$ cat src/rtl/mul16_pkg.sv
// Shared constants and FSM state encoding for the sequential multiplier.
package mul16_pkg;

    localparam int MUL_WIDTH = 16;
    localparam int MUL_CNT_W = 5;

    // 2'd3 is unused and decodes back to IDLE in the FSM.
    typedef enum logic [1:0] {
        IDLE = 2'd0,
        BUSY = 2'd1,
        DONE = 2'd2
    } state_t;

endpackage

$ cat src/rtl/mul16_add16_c.sv
// WIDTH-bit ripple-carry adder (full-adder chain, carry-in tied low) with carry-out.
module add16_c
    import mul16_pkg::*;
#(
    parameter int WIDTH = MUL_WIDTH
) (
    input  logic [WIDTH-1:0] a,
    input  logic [WIDTH-1:0] b,
    output logic [WIDTH-1:0] sum,
    output logic             cout
);

    logic [WIDTH:0] carry;

    assign carry[0] = 1'b0;

    for (genvar i = 0; i < WIDTH; i++) begin : g_fa
        assign sum[i]       = a[i] ^ b[i] ^ carry[i];
        assign carry[i + 1] = (a[i] & b[i]) | (carry[i] & (a[i] ^ b[i]));
    end

    assign cout = carry[WIDTH];

endmodule

$ cat src/rtl/mul16_seq.sv
// Unsigned shift-and-add multiplier, one multiplier bit per clock, valid/ready on both sides.
// Optional build macro MUL16_ZERO_BYPASS_EN: zero operands skip the BUSY iterations.
module mul16_seq
    import mul16_pkg::*;
#(
    parameter int WIDTH = MUL_WIDTH,
    parameter int CNT_W = MUL_CNT_W
) (
    input  logic               clk,
    input  logic               rst_n,
    input  logic               in_valid,
    output logic               in_ready,
    input  logic [WIDTH-1:0]   a,
    input  logic [WIDTH-1:0]   b,
    output logic               out_valid,
    input  logic               out_ready,
    output logic [2*WIDTH-1:0] product,
    output logic               busy
);

    state_t             state;
    state_t             state_nxt;
    logic [WIDTH-1:0]   mcand;
    logic [WIDTH-1:0]   acc_hi;
    logic [WIDTH-1:0]   acc_lo;
    logic [CNT_W-1:0]   cnt;
    logic [WIDTH-1:0]   addend;
    logic [WIDTH-1:0]   sum;
    logic               carry;
    logic               zero_op;

`ifdef MUL16_ZERO_BYPASS_EN
    assign zero_op = (a == '0) || (b == '0);
`else
    assign zero_op = 1'b0;
`endif

    assign addend  = acc_lo[0] ? mcand : '0;
    assign product = {acc_hi, acc_lo};

    add16_c #(.WIDTH(WIDTH)) u_add (
        .a    (acc_hi),
        .b    (addend),
        .sum  (sum),
        .cout (carry)
    );

    always_ff @(posedge clk or negedge rst_n) begin
        if (!rst_n) begin
            state <= IDLE;
        end else begin
            state <= state_nxt;
        end
    end

    always_comb begin
        state_nxt = state;
        in_ready  = 1'b0;
        out_valid = 1'b0;
        busy      = 1'b0;
        case (state)
            IDLE: begin
                in_ready = 1'b1;
                if (in_valid) begin
                    state_nxt = zero_op ? DONE : BUSY;
                end
            end
            BUSY: begin
                busy = 1'b1;
                if (cnt == CNT_W'(1)) begin
                    state_nxt = DONE;
                end
            end
            DONE: begin
                out_valid = 1'b1;
                if (out_ready) begin
                    state_nxt = IDLE;
                end
            end
            default: state_nxt = IDLE;
        endcase
    end

    // Carry-out becomes the new MSB of acc_hi as the accumulator shifts right.
    always_ff @(posedge clk or negedge rst_n) begin
        if (!rst_n) begin
            mcand  <= '0;
            acc_hi <= '0;
            acc_lo <= '0;
            cnt    <= '0;
        end else begin
            case (state)
                IDLE: begin
                    if (in_valid) begin
                        mcand  <= a;
                        acc_hi <= '0;
                        if (zero_op) begin
                            acc_lo <= '0;
                            cnt    <= '0;
                        end else begin
                            acc_lo <= b;
                            cnt    <= CNT_W'(WIDTH);
                        end
                    end
                end
                BUSY: begin
                    acc_hi <= {carry, sum[WIDTH-1:1]};
                    acc_lo <= {sum[0], acc_lo[WIDTH-1:1]};
                    cnt    <= cnt - CNT_W'(1);
                end
                default: ;
            endcase
        end
    end

endmodule

$ cat config.mk
export PLATFORM = sky130hd
export DESIGN_NAME = mul16_seq
export DESIGN_NICKNAME = d
export VERILOG_FILES = /design/src/rtl/mul16_pkg.sv /design/src/rtl/mul16_add16_c.sv /design/src/rtl/mul16_seq.sv
export SDC_FILE = /design/constraint.sdc
export NUM_CORES = 1
export LEC_CHECK = 0
export CAP_MARGIN = 10
export CORE_MARGIN = 10
export CORE_UTILIZATION = 35
export DETAILED_ROUTE_END_ITERATION = 10
export GPL_TIMING_DRIVEN = 0
export HOLD_SLACK_MARGIN = 0.15
export MAX_ROUTING_LAYER = met4
export SETUP_SLACK_MARGIN = 0.2
export SLEW_MARGIN = 20
export SYNTH_ARGS = -nofsm -noshare
export SYNTH_HDL_FRONTEND = slang
export SYNTH_SLANG_ARGS = --single-unit
$ cat constraint.sdc
create_clock -name clk -period 21.2 [get_ports clk]
set_input_delay 4.24 -clock clk [delete_from_list [all_inputs] [get_ports clk]]
set_output_delay 4.24 -clock clk [all_outputs]
set_load 0.005 [all_outputs]
Word level (Yosys, flattened, before mapping)
Cells that the tools add are included.
{"block": "totals", "regBits": 55, "in_bits": 36, "out_inout_bits": 35, "word_cells": 108}
{"block": "op_classes", "addsub": 1, "n_eq_ne": 6, "muxes": 14, "bitwise_logic": 77, "n_reduce_logical": 5}
{"operator": "16-bit case mux with 2 select lines", "count": 2}
{"operator": "16-bit two-way mux", "count": 3}
{"operator": "1-bit bitwise AND", "count": 31}
{"operator": "1-bit bitwise XOR", "count": 31}
{"operator": "1-bit OR", "count": 15}
{"operator": "5-bit case mux with 2 select lines", "count": 1}
{"operator": "2-bit two-way mux", "count": 3}
{"operator": "2-bit inequality test (second input constant)", "count": 3}
{"operator": "2-bit case mux with 3 select lines", "count": 1}
{"operator": "5-bit by 1-bit == test with 1-bit output (second input constant)", "count": 1}
{"operator": "5-bit two-way mux", "count": 1}
{"operator": "5-bit by 1-bit subtractor with 5-bit output (second input constant)", "count": 1}
{"operator": "2-bit AND reduction", "count": 2}
{"operator": "1-bit two-way mux", "count": 3}
{"operator": "3-bit AND reduction", "count": 1}
{"operator": "2-bit by 1-bit == test with 1-bit output (second input constant)", "count": 1}
{"operator": "2-bit == test (second input constant)", "count": 1}
{"operator": "2-bit zero test", "count": 1}
{"operator": "2-bit nonzero test", "count": 1}

Depth between registers and ports, before layout
Gate-level depths: netlist (run 1).
{"block": "logic_depth", "ltp_word": 33, "ltp_mapped": 22, "depth_no_buf": 21}

Modules after synthesis
Synthesis (run 1) repeated with hierarchy kept, for this count alone.
{"block": "unflattened", "cells_unflattened": 285, "area_unflattened_um2": 2820.2}
{"module": "mul16_seq", "n_inst": 1, "cells_per_inst": 259, "area_each_um2": 2469.9, "seq_area_each_um2": 1376.3}
{"module": "add16_c", "n_inst": 1, "cells_per_inst": 26, "area_each_um2": 350.3, "seq_area_each_um2": 0.0}

Worst setup path after synthesis (run 1)
Ideal clock, no wire load.
{"block": "synth_timing", "path_kind": "register -> register", "start": "reg acc_lo[0]", "end": "reg acc_hi[14]", "t_arrival_ps": 6658, "slack_ps": 14412, "stages_incl_launch_ff": 22, "period_less_slack_ps": 6788, "path_cell_list": "dfrtp_1 > clkbuf_1 > clkbuf_1 > nand2_1 > fa_1 > fa_1 > fa_1 > fa_1 > fa_1 > fa_1 > fa_1 > fa_1 > fa_1 > fa_1 > fa_1 > fa_1 > fa_1 > inv_1 > fa_1 > inv_1 > fa_1 > o21ai_1"}
{"block": "synth_via", "elab_chain_len": 32, "word_cells_on_any_way": 61, "classes_between": "mux: 2; bitwise: 59"}
{"element": "from (decl)", "line": "mul16_seq.sv:25", "text": "logic [WIDTH-1:0] acc_lo;"}
{"element": "from (signal assigned)", "line": "mul16_seq.sv:108", "text": "acc_lo <= {sum[0], acc_lo[WIDTH-1:1]};"}
{"element": "16-bit two-way mux (*)", "line": "mul16_seq.sv:38", "text": "assign addend = acc_lo[0] ? mcand : '0;"}
{"element": "1-bit bitwise AND or 1-bit bitwise XOR (tied branches)", "line": "mul16_add16_c.sv:19", "text": "assign carry[i + 1] = (a[i] & b[i]) | (carry[i] & (a[i] ^ b[i]));"}
{"element": "1-bit bitwise AND", "line": "mul16_add16_c.sv:19"}
{"element": "1-bit OR", "line": "mul16_add16_c.sv:19"}
{"element": "1-bit bitwise AND", "line": "mul16_add16_c.sv:19"}
{"element": "1-bit OR", "line": "mul16_add16_c.sv:19"}
{"element": "1-bit bitwise AND", "line": "mul16_add16_c.sv:19"}
{"element": "1-bit OR", "line": "mul16_add16_c.sv:19"}
{"element": "(+16 left out)"}
{"element": "1-bit bitwise AND", "line": "mul16_add16_c.sv:19"}
{"element": "1-bit OR", "line": "mul16_add16_c.sv:19"}
{"element": "1-bit bitwise AND", "line": "mul16_add16_c.sv:19"}
{"element": "1-bit OR", "line": "mul16_add16_c.sv:19"}
{"element": "1-bit bitwise AND", "line": "mul16_add16_c.sv:19"}
{"element": "1-bit OR", "line": "mul16_add16_c.sv:19"}
{"element": "1-bit bitwise XOR (*)", "line": "mul16_add16_c.sv:18", "text": "assign sum[i] = a[i] ^ b[i] ^ carry[i];"}
{"element": "16-bit case mux with 2 select lines (*)", "line": "mul16_seq.sv:92", "text": "case (state)"}
{"element": "to (signal assigned)", "line": "mul16_seq.sv:107", "text": "acc_hi <= {carry, sum[WIDTH-1:1]};"}
{"element": "to (decl)", "line": "mul16_seq.sv:24", "text": "logic [WIDTH-1:0] acc_hi;"}
Every way passes the cells marked *; elsewhere a longest branch is shown, timed or not.
A chain may end at the register's enable or synchronous reset.

Worst setup path after layout (run 1)
Ends and elaborated chain as after synthesis.

==> impl_metrics.tcl, run 1 <==
set metrics [dict create \
    run_status "completed" \
    clk_path_buf_depth 2 \
    htreeDepth 2 \
    antenna_found_initial 0 \
    peakVddDrop_v 0.00004829 \
    max-cap-violations 0 \
    fin_worst_hold_slack_ns 0.4802 \
    core_area_um2 7370 \
    fin_crit_sh_pct 35.13 \
    cts_tree "done" \
    synth_edf_count 0 \
    fin_total_pwr_uw 474.3 \
    post-cts-setup-buffers 0 \
    ff2ff_setup_slack_ns 13.75 \
    rsz0062_at_grt "no" \
    setup_violations 0 \
    detailed_place_hpwl_um 4835 \
    start_util_pct 36.66 \
    ys.warnings.count 0 \
    end_kind "flip-flop" \
    cp_max_fo 10 \
    post_cts_resized 0 \
    syn_avg_cell_area_um2 9.752 \
    cpPeakStageDelay_ns 0.48 \
    r2r_start "acc_lo[0]" \
    placed_area_um2 3523 \
    track_usage_pct 12.50 \
    via_count 2146 \
    async_flop_share_pct 100.0 \
    cts-root-buf "clkbuf_8" \
    worst_pin_slew_ns 0.6899 \
    cp.arrival_ns 7.64 \
    final_common_cell "nand2_1" \
    grt_start_max_net_pins 56 \
    final_layout_size_suffix_gt1_share_pct 6.761 \
    insertion_delay_ns 0.31 \
    firstDrtPassIters 4 \
    synthesis.area_um2 2701 \
    grt_pass1_wl_um 11340 \
    p_leak_nw 1.606 \
    final.setup.tns_ns 0 \
    cts_inserted_buffers 5 \
    dieArea_um2 11630 \
    ys_ff_latch 55 \
    fp.dieW_um 107.9 \
    synth_nets 331 \
    p_per_area_nw_per_um2 131.4 \
    antenna_cells 0 \
    crit_type "reg2reg" \
    skew_ns 0.008966 \
    crit_top_cell "fa_1" \
    fin_area_um2 3611 \
    cts_sinks 55 \
    wirelength_um 6576 \
    whs_path_depth 2 \
    grt_pass1_vias 2320 \
    hold_violations 0 \
    path_buf_inv 4 \
    reg2reg_to "acc_hi[14]" \
    slew_headroom_pct 54.01 \
    path_cells "clkbuf_1 > clkbuf_1 > nand2_1 > fa_1 > fa_1 > fa_1 > fa_1 > fa_1 > fa_1 > fa_1 > fa_1 > fa_1 > fa_1 > fa_1 > fa_1 > fa_1 > inv_1 > fa_1 > inv_1 > fa_1 > o21ai_1" \
    path_clk_slew_ns 0.10 \
    crit_path_end "acc_hi[14]" \
    gp_congestion 0.7985 \
    postRouteAntennaNets 0 \
    die_h_um 107.9 \
    hold_path_class "reg2reg" \
    post-route-min-period_ns 7.447 \
    maxSlewViolCount 0 \
    rows 31 \
    cp.depth 21 \
    crit_path_top_delay_cell "fa_1" \
    synthFlopType "dfrtp_1" \
    drt-initial-drc-count 98 \
    required_ns 21.40 \
    fmax_ghz 0.1343 \
    routedWlPerCell_um 14.48 \
    drcViolationCount 0 \
    overflow 0 \
    startpoint "acc_lo[0]" \
    crit_family "adder cells" \
    holdBufCountCts 0 \
    final_nets 408 \
    ios 71 \
    ys_types 29 \
    ys_seq_area_share_pct 50.95 \
    postSynthCellCount 277 \
    mostFrequentLayoutCells "95 x nand2_1, 69 x clkdlybuf4s50_1, 55 x dfrtp_1" \
    start_kind "flip-flop" \
    viasPerCell 4.727 \
    areaGrowthSynthToFinish_pct 33.67 \
    port-buffer-count 70 \
    rr_worst_depth 21 \
]
==> stage by stage <==
step | worst slack [ns] | util (%) | instances
finish | 13.75 | 49.00 | 454
detailed placement | 13.77 | 47.81 | 446
global placement | 13.80 | 47.84 | 446
global route | 13.41 | 49.00 | 454
CTS | 13.72 | 49.00 | 454
floorplan | 14.41 | - | 277
==> kinds of logic (layout without fill, tap and decap cells) <==
logic type      count (synthesis)  in the layout  share of synthesized area, %
compound gates                 38             38                         8.940
buf+inv                        38            116                         7.133
mux                             2              2                        0.7411
flops                          55             55                         50.95
fa+ha+maj                      18             18                         12.51
simple gates                  126            126                         19.73
==> worst min path at each step <==
| stage | endpoint | from |
|---|---|---|
| finish | mcand[14] | mcand[14] |
| global route | cnt[4] | cnt[4] |
| CTS | mcand[0] | mcand[0] |
| detailed placement | mcand[0] | mcand[0] |
| global placement | mcand[0] | mcand[0] |
| floorplan | mcand[0] | mcand[0] |
==> registers in the layout, summed over array words and instances, names as in the netlist <==
signal	flops
acc_lo	16
state	2
cnt	5
mcand	16
acc_hi	16
==> worst register-to-register path: stages (launching register included) <==
cell and delay [ns]:
dfrtp_1 0.35, clkbuf_1 0.35, clkbuf_1 0.45, nand2_1 0.15, fa_1 0.46, fa_1 0.41, fa_1 0.42, fa_1 0.41
fa_1 0.42, fa_1 0.40, fa_1 0.39, fa_1 0.39, fa_1 0.39, fa_1 0.39, fa_1 0.38, fa_1 0.38
fa_1 0.37, inv_1 0.07, fa_1 0.15, inv_1 0.05, fa_1 0.48, o21ai_1 0.07
==> report_power, final <==
group / internal [mW] / switching (mW) / leakage (nW)
Sequential: 0.153 / 0.0334 / 0.687
Combinational: 0.116 / 0.113 / 0.871
Clock: 0.0234 / 0.0356 / 0.0483
==> layout make-up <==
class,instances,area [um^2]
buffer,17,113.9
clock buffer,5,68.82
clock inverter,3,18.77
fill,716,3759
inverter,21,78.83
multi-input combinational,184,1132
sequential,55,1376
tap,99,123.9
timing repair buffer,70,698.2
==> Yosys cell counts (2+ instances only) <==
master | instances | area share, %
a22oi_1 | 15 | 4.2
and2_1 | 2 | 0.46
buf_2 | 7 | 1.3
buf_6 | 5 | 2.1
clkbuf_1 | 4 | 0.56
dfrtp_1 | 55 | 51
fa_1 | 15 | 11
ha_1 | 3 | 1.4
inv_1 | 21 | 2.9
mux2i_1 | 2 | 0.74
nand2_1 | 95 | 13
nand3_1 | 17 | 3.1
nor2_1 | 3 | 0.42
o21ai_0 | 6 | 1.1
o21ai_1 | 13 | 2.4
==> metal layers <==
layer / wire length (um) / vias to the layer above / GRT usage (%)
met4: 92 / 0 / 4.198
met5: 0 / - / -
met2: 3071 / 55 / 19.25
li1: - / 1042 / -
met3: 352 / 6 / 3.054
met1: 3060 / 1043 / 15.71
Power figures use the tool's default switching activity.
==> run 2: changes to the inputs <==
==> constraint.sdc (replaced) <==
create_clock -name clk -period 6.3 [get_ports clk]
set_input_delay 1.26 -clock clk [delete_from_list [all_inputs] [get_ports clk]]
set_output_delay 1.26 -clock clk [all_outputs]
set_load 0.005 [all_outputs]
==> impl_metrics.tcl, run 2 (synthesis results as in run 1) <==
set metrics [dict create \
    run_status "finished with violations" \
    failed_checks "setup timing" \
    rows 31 \
    grt_pass1_vias 2353 \
    p_leak_nw 1.635 \
    detailed_place_hpwl_um 4973 \
    clockPowerShare_pct 12.1 \
    worst_pin_slew_ns 0.6956 \
    final_layout_size_suffix_gt1_share_pct 13.45 \
    rr_worst_depth 22 \
    startpoint "acc_lo[0]" \
    cts_tree "done" \
    hold_violations 0 \
    ff2ff_setup_slack_ns -0.02 \
    hold_path_class "reg2reg" \
    end_kind "flip-flop" \
    crit_path_end "acc_hi[14]" \
    path_clk_slew_ns 0.10 \
    reg_top3 "acc_hi x16, acc_lo x16, mcand x16" \
    p_per_area_nw_per_um2 445.9 \
    via_count 2122 \
    insertion_delay_ns 0.30 \
    gp_congestion 0.8314 \
    areaGrowthSynthToFinish_pct 37.29 \
    cts_sinks 55 \
    final_common_cell "nand2_1" \
    drt-initial-drc-count 65 \
    peakVddDrop_v 0.0002569 \
    mostFrequentLayoutCells "95 x nand2_1, 69 x clkdlybuf4s50_1, 55 x dfrtp_1" \
    grt_pass1_wl_um 11670 \
    routedWlPerCell_um 14.80 \
    fin_crit_sh_pct 100.3 \
    grt_start_max_net_pins 56 \
    cts_inserted_buffers 5 \
    fin_area_um2 3709 \
    placed_area_um2 3567 \
    overflow 0 \
    cp_max_fo 4 \
    wirelength_um 6750 \
    max-cap-violations 0 \
    htreeDepth 2 \
    clk_path_buf_depth 2 \
    fmax_ghz 0.1582 \
    cp.arrival_ns 6.49 \
    rsz0062_at_grt "yes" \
    start_kind "flip-flop" \
    setup_violations 1 \
    dieArea_um2 11630 \
    fp.dieW_um 107.9 \
    slew_headroom_pct 53.63 \
    swShare_pct 37.82 \
    required_ns 6.47 \
    cts-root-buf "clkbuf_8" \
    port-buffer-count 70 \
    pwr-share-comb_pct 49.7 \
    hp-start "mcand[14]" \
    internal_power_mw 1.028 \
    drcViolationCount 0 \
    final_nets 411 \
    postRouteAntennaNets 0 \
    power_switching_uw 625.3 \
    firstDrtPassIters 4 \
    crit_type "reg2reg" \
    worst_slack_ns -0.02008 \
    core_area_um2 7370 \
    skew_ns 0.008896 \
    ios 71 \
    r2r_start "acc_lo[0]" \
    post-route-min-period_ns 6.320 \
    p_seq_share_pct 38.2 \
    reg2reg_to "acc_hi[14]" \
    viasPerCell 4.654 \
    die_h_um 107.9 \
    track_usage_pct 12.77 \
    antenna_found_initial 0 \
    antenna_cells 0 \
    fin_total_pwr_mw 1.653 \
    maxSlewViolCount 0 \
    start_util_pct 36.66 \
]
run 2: cell types whose count changed in the layout (fill, tap and decap cells not counted), moves of 2 or more:
cell / previous run / this run
fa_1: 15 / 0
fa_2: 0 / 15
buf_4: 2 / 5
inv_1: 21 / 18
inv_2: 0 / 3
buf_8: 0 / 2
clkbuf_1: 4 / 2
run 2: what timing repair did:
action | 4_1_cts | 5_1_grt
buffers inserted | 3 | 0
pin swaps | 1 | 1
hold buffers | 0 | 0
endpoints found under the setup margin | 3 | 3
gates resized for setup | 5 | 8
run 2: final cells by class:
class                           instances  area (um^2)
Buffer                                 17        136.4
Inverter                               21        78.83
Clock buffer                            6        82.58
Timing Repair Buffer                   73        720.7
Tap cell                               99        123.9
Clock inverter                          1        5.005
Fill cell                             696         3661
Sequential cell                        55         1376
Multi-Input combinational cell        184         1185
run 2: metal layers:
layer,global-route usage [%],up-vias,part of all wire [%]
li1,-,1046,-
met1,16.58,1008,47
met2,18.43,63,44
met3,4.850,5,8.3
met4,2.863,0,0.62
met5,-,-,0
run 2: how the worst min path moves through the flow:
| stage | slack, ns | end | depth (start not counted) |
|---|---|---|---|
| after floorplan | 0.44 | mcand[0] | 2 |
| after global placement | 0.45 | mcand[14] | 2 |
| after detailed placement | 0.45 | mcand[14] | 2 |
| after CTS | 0.48 | mcand[14] | 2 |
| after global routing | 0.50 | mcand[10] | 2 |
| final | 0.47 | mcand[14] | 2 |
run 2: worst max-delay path, cell delays in order, from the launching register on:
cell and delay [ns]:
dfrtp_1 0.39, buf_8 0.12, and2_4 0.14, ha_4 0.11, inv_2 0.03, fa_2 0.34
fa_2 0.37, fa_2 0.35, fa_2 0.35, fa_2 0.35, fa_2 0.35, fa_2 0.36
fa_2 0.35, fa_2 0.34, fa_2 0.34, fa_2 0.34, fa_2 0.34, fa_2 0.34
inv_2 0.06, fa_2 0.18, inv_2 0.04, fa_2 0.51, o21ai_1 0.06
run 2: through the flow:
stage | utilization, % | setup TNS [ns] | hold WS [ns] | setup WS (ns) | instances
final | 50.32 | -0.02008 | 0.4743 | -0.02008 | 456
after global routing | 50.32 | -0.2112 | 0.5038 | -0.1890 | 456
after CTS | 50.05 | -0.01233 | 0.4794 | -0.01233 | 456
after detailed placement | 48.40 | -0.1051 | 0.4546 | -0.09990 | 446
after global placement | 48.44 | -0.07058 | 0.4498 | -0.07058 | 446
after floorplan | - | 0 | 0.4375 | 0.1784 | 277
run 2: power by group through the flow:
stage	clock network [mW]	registers (mW)	logic (mW)
global route	0.220	0.656	0.945
CTS	0.205	0.632	0.833
detailed placement	0	0.636	0.807
global placement	0	0.634	0.796
finish	0.199	0.632	0.822
floorplan	0	0.622	0.453
==> run 3: changes to the inputs <==
==> constraint.sdc (replaced) <==
create_clock -name clk -period 6.9 [get_ports clk]
set_input_delay 1.38 -clock clk [delete_from_list [all_inputs] [get_ports clk]]
set_output_delay 1.38 -clock clk [all_outputs]
set_load 0.005 [all_outputs]
==> impl_metrics.tcl, run 3 (synthesis results as in run 1) <==
set metrics [dict create \
    maxSlewViolCount 0 \
    cts_inserted_buffers 5 \
    clk_path_buf_depth 2 \
    detailed_place_hpwl_um 5015 \
    path_cells "buf_8 > and2_1 > ha_1 > inv_1 > fa_2 > fa_2 > fa_2 > fa_2 > fa_2 > fa_2 > fa_1 > fa_1 > fa_2 > fa_2 > fa_1 > fa_2 > fa_1 > inv_1 > fa_1 > inv_1 > fa_1 > o21ai_1" \
    placed_area_um2 3525 \
    peakVddDrop_v 0.0001657 \
    post-place-ws_ns -0.3921 \
    hold_path_class "reg2reg" \
    antenna_cells 0 \
    grt_pass1_vias 2336 \
    setup_violations 0 \
    ios 71 \
    seqCellArea_um2 1376 \
    cp.depth 22 \
    antenna_found_initial 0 \
    overflow 0 \
    cpPeakStageDelay_ns 0.47 \
    drcViolationCount 0 \
    final_nets 412 \
    crit_path_top_delay_cell "fa_1" \
    grt_pass1_wl_um 11800 \
    start_util_pct 36.66 \
    mostFrequentLayoutCells "95 x nand2_1, 69 x clkdlybuf4s50_1, 55 x dfrtp_1" \
    path_buf_inv 4 \
    cp_max_fo 6 \
    skew_ns 0.01544 \
    hold_violations 0 \
    final_common_cell "nand2_1" \
    fin_cells 458 \
    final_layout_size_suffix_gt1_share_pct 10.86 \
    worst_slack_ns 0.4515 \
    placed_cells 446 \
    wirelength_um 6929 \
    fmax_ghz 0.1551 \
    port-buffer-count 70 \
    cp.arrival_ns 6.65 \
    rows 31 \
    post-route-min-period_ns 6.448 \
    fin_area_um2 3714 \
    gp_congestion 0.7793 \
    slew_headroom_pct 52.74 \
    fp.dieW_um 107.9 \
    htreeDepth 2 \
    firstDrtPassIters 4 \
    track_usage_pct 12.91 \
    worst_pin_slew_ns 0.7089 \
    max-cap-violations 0 \
    holdBufCountCts 0 \
    required_ns 7.10 \
    dieArea_um2 11630 \
    whs_path_depth 2 \
    crit_type "reg2reg" \
    drt-initial-drc-count 64 \
    path_clk_slew_ns 0.11 \
    rsz0062_at_grt "no" \
    end_kind "flip-flop" \
    p_leak_nw 1.652 \
    run_status "completed" \
    cts_sinks 55 \
    rr_worst_depth 22 \
    viasPerCell 4.718 \
    postRouteAntennaNets 0 \
    areaGrowthSynthToFinish_pct 37.47 \
    insertion_delay_ns 0.32 \
    die_h_um 107.9 \
    cts-root-buf "clkbuf_8" \
    start_kind "flip-flop" \
    multi_input_area_um2 1155 \
    reg_top3 "acc_hi x16, acc_lo x16, mcand x16" \
    fillCellCount 712 \
    via_count 2161 \
    fin_crit_sh_pct 93.46 \
    routedWlPerCell_um 15.13 \
    crit_family "adder cells" \
    crit_top_cell "fa_2" \
    core_area_um2 7370 \
    p_per_area_nw_per_um2 417.1 \
    grt_start_max_net_pins 56 \
    cts_tree "done" \
]
## run 3: cell types whose count changed in the layout (fill, tap and decap cells not counted), moves of 3 or more
cell / change
fa_1: +6
fa_2: -6
inv_1: +3
inv_2: -3
## run 3: path summary, 6_finish.rpt
check	start	slack, ns	endpoint
max	acc_lo[0]	0.45	acc_hi[14]
min	mcand[14]	0.48	mcand[14]
max reg2reg	acc_lo[0]	0.45	acc_hi[14]
min reg2reg	mcand[14]	0.48	mcand[14]
max in group asynchronous	rst_n	5.33	state[0]
min in group asynchronous	rst_n	1.10	acc_hi[7]
## run 3: final cells by class
class	instances	area share (%)
Timing Repair Buffer	74	19.61
Buffer	17	3.639
Tap cell	99	3.336
Sequential cell	55	37.06
Clock inverter	3	1.280
Multi-Input combinational cell	184	31.10
Inverter	21	2.123
Clock buffer	5	1.853
## run 3: power by group
group	leakage, nW	internal (mW)	switching [mW]
logic	0.906	0.383	0.360
registers	0.687	0.471	0.107
clock network	0.0587	0.110	0.117
## run 3: per-layer routing
metal	GRT usage [%]	wire length, um	up-vias
met2	18.78	3005	64
met4	2.576	70	0
met1	16.64	3333	1036
met3	5.090	519	8
li1	-	-	1053
met5	-	0	-
## run 3: what timing repair did
| action | in CTS | in global routing |
|---|---|---|
| buffers inserted | 1 | 3 |
| endpoints found under the setup margin | 4 | 2 |
| cloned | 0 | 0 |
| resized for setup | 10 | 5 |
## run 3: metrics by stage
step	power (mW)	hold WS [ns]	utilization [%]	setup TNS, ns
CTS	1.556	0.4830	49.93	0
global route	1.693	0.5104	50.39	0
detailed placement	1.305	0.4568	47.83	-0.8969
floorplan	0.9662	0.4375	-	0
global placement	1.282	0.4510	47.86	-0.6139
finish	1.549	0.4778	50.39	0
## run 3: worst register-to-register path, cell delays in order, from the launching register on
cell and delay (ns):
dfrtp_1 0.40, buf_8 0.12, and2_1 0.12, ha_1 0.13, inv_1 0.05, fa_2 0.35, fa_2 0.36, fa_2 0.37
fa_2 0.35, fa_2 0.35, fa_2 0.34, fa_1 0.39, fa_1 0.39, fa_2 0.35, fa_2 0.34, fa_1 0.38
fa_2 0.36, fa_1 0.37, inv_1 0.08, fa_1 0.16, inv_1 0.05, fa_1 0.47, o21ai_1 0.06
